<file path="src/rtl/rca_cfg_decoder.sv">
// RCA configuration instruction executor: buffers config instructions, range-checks
// their fields, drives one config-write strobe each and returns an ok/error completion.
module rca_cfg_decoder #(
  parameter int NUM_RCAS        = 4,
  parameter int NUM_GRID_MUXES  = 72,
  parameter int NUM_IO_MUXES    = 6,
  parameter int NUM_WRITE_PORTS = 5,
  parameter int NUM_READ_PORTS  = 5,
  parameter int FIFO_DEPTH      = 2,
  parameter int ID_W            = 3,
  localparam int RCA_W          = (NUM_RCAS > 1) ? $clog2(NUM_RCAS) : 1
) (
  input  logic             clk,
  input  logic             rst,
  input  logic             issue_valid,
  output logic             issue_ready,
  input  logic [2:0]       issue_funct3,
  input  logic [6:0]       issue_funct7,
  input  logic [31:0]      issue_rs1,
  input  logic [31:0]      issue_rs2,
  input  logic [ID_W-1:0]  issue_id,
  output logic             cfg_we,
  output logic [2:0]       cfg_type,
  output logic [RCA_W-1:0] cfg_rca,
  output logic [6:0]       cfg_index,
  output logic [7:0]       cfg_data,
  output logic             wb_valid,
  input  logic             wb_ack,
  output logic [ID_W-1:0]  wb_id,
  output logic             wb_err,
  output logic             cfg_pending
);

  localparam int PTR_W           = (FIFO_DEPTH > 1) ? $clog2(FIFO_DEPTH) : 1;
  localparam int CNT_W           = PTR_W + 1;
  localparam int GRID_MUX_INPUTS = 8;
  localparam int IO_MUX_INPUTS   = 11;
  localparam int GRID_NUM_COLS   = NUM_IO_MUXES;

  localparam logic [1:0] ST_IDLE  = 2'd0;
  localparam logic [1:0] ST_APPLY = 2'd1;
  localparam logic [1:0] ST_RESP  = 2'd2;

  typedef struct packed {
    logic [2:0]      f3;
    logic [6:0]      f7;
    logic [31:0]     rs1;
    logic [31:0]     rs2;
    logic [ID_W-1:0] id;
  } entry_t;

  entry_t            mem_r [FIFO_DEPTH];
  entry_t            inst_r;
  entry_t            head_s;
  logic [PTR_W-1:0]  wr_ptr_r;
  logic [PTR_W-1:0]  rd_ptr_r;
  logic [CNT_W-1:0]  count_r;
  logic [1:0]        state_r;
  logic              push_s;
  logic              pop_s;
  logic              err_s;
  logic [6:0]        index_s;
  logic [7:0]        data_s;

  // Full 32-bit operands are compared so stray upper bits also flag an error.
  function automatic logic check_err(input logic [2:0] f3, input logic [6:0] f7,
                                     input logic [31:0] rs1, input logic [31:0] rs2);
    logic rca_bad;
    logic err;
    rca_bad = ({25'd0, f7} >= NUM_RCAS);
    case (f3)
      3'b001:  err = rca_bad || (rs1 >= 32'd32) || (rs2 >= 32'd32) ||
                     ({29'd0, rs1[2:0]} >= (rs1[3] ? NUM_WRITE_PORTS : NUM_READ_PORTS));
      3'b010:  err = (rs1 >= NUM_GRID_MUXES) || (rs2 >= GRID_MUX_INPUTS);
      3'b011:  err = (rs1 >= NUM_IO_MUXES) || (rs2 >= IO_MUX_INPUTS);
      3'b100:  err = rca_bad || (rs1 >= NUM_WRITE_PORTS) || (rs2 >= GRID_NUM_COLS);
      3'b101:  err = rca_bad || (rs1 >= (32'd1 << NUM_READ_PORTS));
      default: err = 1'b1;
    endcase
    return err;
  endfunction

  assign head_s      = mem_r[rd_ptr_r];
  assign issue_ready = (count_r != CNT_W'(FIFO_DEPTH));
  assign cfg_pending = (count_r != {CNT_W{1'b0}}) || (state_r != ST_IDLE);
  assign push_s      = issue_valid && issue_ready;
  assign pop_s       = (count_r != {CNT_W{1'b0}}) &&
                       ((state_r == ST_IDLE) || ((state_r == ST_RESP) && wb_ack));

  // Instruction FIFO storage, pointers and occupancy
  always_ff @(posedge clk or posedge rst) begin
    if (rst) begin
      for (int i = 0; i < FIFO_DEPTH; i++) mem_r[i] <= {$bits(entry_t){1'b0}};
      wr_ptr_r <= {PTR_W{1'b0}};
      rd_ptr_r <= {PTR_W{1'b0}};
      count_r  <= {CNT_W{1'b0}};
    end else begin
      if (push_s) begin
        mem_r[wr_ptr_r] <= '{f3: issue_funct3, f7: issue_funct7, rs1: issue_rs1,
                             rs2: issue_rs2, id: issue_id};
        wr_ptr_r <= wr_ptr_r + PTR_W'(1);
      end
      if (pop_s) rd_ptr_r <= rd_ptr_r + PTR_W'(1);
      case ({push_s, pop_s})
        2'b10:   count_r <= count_r + CNT_W'(1);
        2'b01:   count_r <= count_r - CNT_W'(1);
        default: count_r <= count_r;
      endcase
    end
  end

  // Field extraction of the instruction currently being applied
  always_comb begin
    err_s   = check_err(inst_r.f3, inst_r.f7, inst_r.rs1, inst_r.rs2);
    index_s = 7'd0;
    data_s  = 8'd0;
    case (inst_r.f3)
      3'b001: begin
        index_s = {2'b00, inst_r.rs1[4:0]};
        data_s  = {3'b000, inst_r.rs2[4:0]};
      end
      3'b010, 3'b100: begin
        index_s = inst_r.rs1[6:0];
        data_s  = {5'b00000, inst_r.rs2[2:0]};
      end
      3'b011: begin
        index_s = inst_r.rs1[6:0];
        data_s  = {4'b0000, inst_r.rs2[3:0]};
      end
      3'b101: begin
        index_s = 7'd0;
        data_s  = 8'(inst_r.rs1[NUM_READ_PORTS-1:0]);
      end
      default: begin
        index_s = 7'd0;
        data_s  = 8'd0;
      end
    endcase
  end

  // Sequencer: IDLE pops the head, APPLY registers the write, RESP waits for wb_ack
  always_ff @(posedge clk or posedge rst) begin
    if (rst) begin
      state_r <= ST_IDLE;
      inst_r  <= {$bits(entry_t){1'b0}};
    end else begin
      if (pop_s) inst_r <= head_s;
      case (state_r)
        ST_IDLE:  state_r <= pop_s ? ST_APPLY : ST_IDLE;
        ST_APPLY: state_r <= ST_RESP;
        ST_RESP:  state_r <= wb_ack ? (pop_s ? ST_APPLY : ST_IDLE) : ST_RESP;
        default:  state_r <= ST_IDLE;
      endcase
    end
  end

  // Registered config strobe and completion, both launched as APPLY ends
  always_ff @(posedge clk or posedge rst) begin
    if (rst) begin
      cfg_we    <= 1'b0;
      cfg_type  <= 3'd0;
      cfg_rca   <= {RCA_W{1'b0}};
      cfg_index <= 7'd0;
      cfg_data  <= 8'd0;
      wb_valid  <= 1'b0;
      wb_id     <= {ID_W{1'b0}};
      wb_err    <= 1'b0;
    end else begin
      cfg_we <= 1'b0;
      if (state_r == ST_APPLY) begin
        cfg_we    <= !err_s;
        cfg_type  <= inst_r.f3;
        cfg_rca   <= inst_r.f7[RCA_W-1:0];
        cfg_index <= index_s;
        cfg_data  <= data_s;
        wb_valid  <= 1'b1;
        wb_id     <= inst_r.id;
        wb_err    <= err_s;
      end else if ((state_r == ST_RESP) && wb_ack) begin
        wb_valid <= 1'b0;
      end else begin
        wb_valid <= wb_valid;
      end
    end
  end

endmodule

</file>
<file path="config.mk">
export PLATFORM = sky130hd
export DESIGN_NAME = rca_cfg_decoder
export DESIGN_NICKNAME = d
export VERILOG_FILES = /design/src/rtl/rca_cfg_decoder.sv
export SDC_FILE = /design/constraint.sdc
export NUM_CORES = 1
export LEC_CHECK = 0
export ABC_AREA = 1
export CORE_MARGIN = 4
export CORE_UTILIZATION = 55
export CTS_BUF_LIST = sky130_fd_sc_hd__clkbuf_2 sky130_fd_sc_hd__clkbuf_4 sky130_fd_sc_hd__clkbuf_8
export DETAILED_ROUTE_END_ITERATION = 8
export MAX_ROUTING_LAYER = met4
export PLACE_DENSITY = 0.77
export SLEW_MARGIN = 10
export SYNTH_ARGS = -nofsm -noshare
export SYNTH_HDL_FRONTEND = slang
export SYNTH_SLANG_ARGS = --single-unit
</file>
<file path="constraint.sdc">
create_clock -name clk -period 13.65 [get_ports clk]
set_input_delay 3.4125 -clock clk [delete_from_list [all_inputs] [get_ports clk]]
set_output_delay 3.4125 -clock clk [all_outputs]
set_load 0.05 [all_outputs]
</file>
==> impl_metrics.env <==
export IMPL_die_w_um=148
export IMPL_endpoint_kind="flip-flop"
export IMPL_syn_cell_area_um2=10800
export IMPL_maxClockFrequency_ghz=0.181
export IMPL_ir_worst_vdd_mv=0.125
export IMPL_clockPowerShare_pct=21.3
export IMPL_p_comb_share_pct=35.8
export IMPL_crit_required_ps=14100
export IMPL_final_core_util_pct=67.2
export IMPL_worst_slew_pin_slew_ps=993
export IMPL_finalWorstSetupSlack_ps=8110
export IMPL_ys_seq_area_share_pct=60.2
export IMPL_powerDensity_nw_per_um2=252
export IMPL_synth_cell_types=29
export IMPL_numPortBuffers=105
export IMPL_die_area_um2=21900
export IMPL_cp_arrival_ps=5990
export IMPL_yosys_warnings=0
export IMPL_holdBufCountCts=0
export IMPL_crit_path_max_fanout=80
export IMPL_tns_ps=0
export IMPL_post_cts_setup_buffers=0
export IMPL_grt_pass1_wl_um=38600
export IMPL_wire_per_inst_um=13.9
export IMPL_vias=8353
export IMPL_antenna_cells=0
export IMPL_finalMaxSlewViolations=0
export IMPL_period_needed_ps=5540
export IMPL_pwr_share_seq_pct=42.9
export IMPL_htreeDepth=2
export IMPL_cts_root_buf="clkbuf_8"
export IMPL_grt_max_degree=111
export IMPL_cts_sinks=260
export IMPL_p_sw_uw=1270
export IMPL_netSwitchingFraction_pct=39.3
export IMPL_clk_pin_slew_worst_paths_ps=60
export IMPL_routed_wl_um=22600
export IMPL_cts_buffers=42
export IMPL_avgSynthCellArea_um2=8.66
export IMPL_ys_ff_latch=260
export IMPL_drv_cap=0
export IMPL_dp_slack_ps=7600
export IMPL_critPathKind="input port to flip-flop"
export IMPL_numPlacedInstances=1549
export IMPL_num_io_pins=109
export IMPL_drcViolationCount=0
export IMPL_dr_pass1_iters=5
export IMPL_outcome="finished, final reports clean"
export IMPL_rsz0062_at_grt="false"
export IMPL_place_area_um2=11900
export IMPL_syn_instance_count=1248
export IMPL_min_path_type="flip-flop to flip-flop"
export IMPL_num_rows=50
export IMPL_min_period_over_period_pct=40.6
export IMPL_start_util_pct=56.8
export IMPL_cts_resized=0
export IMPL_clockBufferDepth=3
export IMPL_drive_above_1_share_pct=6.82
export IMPL_finalNonFillerCells=1624
export IMPL_stdcell_area_um2=12800
export IMPL_finalHoldViolations=0
export IMPL_viasPerCell=5.14
export IMPL_p_int_uw=1950
export IMPL_grt_pass1_vias=8065
export IMPL_hpwlAfterDp_um=14100
export IMPL_dr_first_iter_drc_count=634
export IMPL_ant_nets=0
export IMPL_layout_nets=1415
export IMPL_clk_insertion_delay_late_ps=530
export IMPL_final_setup_viol_count=0
export IMPL_grt_usage_pct=21.8
export IMPL_nFillCells=1586
export IMPL_cts_tree="done"
export IMPL_p_leak_uw=0.00606
export IMPL_core_region_area_um2=19000
export IMPL_reg2reg_slack_ps=11110
export IMPL_finClkSkew_ps=15.0
export IMPL_syn_to_final_growth_pct=18.3
export IMPL_slew_headroom_pct=33.8
export IMPL_die_h_um=148
export IMPL_start_kind="input port"
export IMPL_grt_overflow=0
export IMPL_gp_congestion=0.863
export IMPL_final_common_cell="nand2_1"
export IMPL_final_cell_mix="nand2_1 (392), dfrtp_1 (259), nor2_1 (142)"
export IMPL_antenna_found_initial=0
sequential cells by signal, indices dropped and copies added (netlist names):
register   flops
state_r        2
wb_err         1
inst_r        77
cfg_type       3
rd_ptr_r       1
wr_ptr_r       1
cfg_data       5
cfg_we         1
count_r        2
wb_valid       1
cfg_rca        2
cfg_index      7
wb_id          3
mem_r        154
Yosys cell counts:
| cell type | n | area [um^2] |
|---|---|---|
| o221ai_1 | 1 | 8.76 |
| dfrtp_1 | 260 | 6510 |
| nand2_1 | 392 | 1470 |
| nand2_2 | 1 | 6.26 |
| o21ai_1 | 57 | 285 |
| nand3_1 | 6 | 30.0 |
| o31ai_1 | 4 | 30.0 |
| conb_1 | 1 | 3.75 |
| xor2_1 | 2 | 17.5 |
| buf_4 | 3 | 22.5 |
| buf_6 | 7 | 78.8 |
| xnor2_1 | 1 | 8.76 |
| clkbuf_1 | 37 | 139 |
| clkinv_1 | 1 | 3.75 |
| o21ai_0 | 113 | 566 |
| ha_1 | 1 | 12.5 |
| nor2_1 | 142 | 533 |
| nor3_1 | 3 | 15.0 |
| a21oi_1 | 6 | 30.0 |
| a31oi_1 | 77 | 482 |
| inv_1 | 100 | 375 |
| inv_2 | 1 | 3.75 |
| or2_1 | 1 | 6.26 |
| nand3_2 | 1 | 10.0 |
| or2_2 | 1 | 6.26 |
| buf_2 | 26 | 130 |
| nand2_4 | 1 | 11.3 |
| buf_1 | 1 | 3.75 |
| nand3b_1 | 1 | 7.51 |
power groups by stage:
stage                     clock network, uW  logic [uW]  registers (uW)
final                                   685        1150            1380
after detailed placement                  0        1160            1390
after floorplan                           0         830            1420
after CTS                               699        1160            1380
after global routing                    732        1330            1430
after global placement                    0        1120            1370
routing by layer:
metal	vias up	track usage [%]	part of all wire [%]
met3	41	3.90	5.3
met4	0	6.56	2.2
met2	190	33.1	46
met1	3956	30.5	46
met5	-	-	0
li1	4166	-	-
through the flow:
stage	hold WS, ps	power, uW
after floorplan	451	2250
after global placement	456	2490
after detailed placement	460	2550
after CTS	475	3240
after global routing	504	3490
final	470	3220
layout make-up:
class | instances | area [um^2] | share of cell area (%)
repair buffers | 113 | 1110 | 8.70
clock buffers | 71 | 858 | 6.72
inverters | 102 | 393 | 3.08
clock inverters | 4 | 22.5 | 0.176
well taps | 260 | 325 | 2.55
multi-input cells | 814 | 3560 | 27.9
flip-flops and latches | 260 | 6510 | 50.9
final timing paths:
check / to / start / cells after the start
min in group asynchronous: inst_r[62] / rst / 2
worst min-delay path: cfg_rca[0] / cfg_rca[0] / 2
worst max register to register: inst_r[54] / state_r[1] / 6
worst min register to register: cfg_rca[0] / cfg_rca[0] / 2
max in group asynchronous: rd_ptr_r / rst / 3
worst max-delay path: inst_r[54] / wb_ack / 8
kinds of logic (layout without fill, tap and decap cells):
family,after synthesis,count (layout),synth area share [%]
AOI/OAI and AO/OA,258,258,13.0
xor gates and xnor gates,3,3,0.243
adders and majority gates,1,1,0.116
buffers and inverters,176,290,7.01
DFF,260,260,60.2
other,1,3,0.0347
and+or+nand+nor,549,549,19.4
critical path: stages:
cell	delay [ps]
clkdlybuf4s50_1	480
inv_1	60
a21oi_1	100
o21ai_0	220
inv_4	620
buf_4	730
nor2_1	120
a31oi_1	180
No activity file was read; power rests on OpenSTA's default activity.
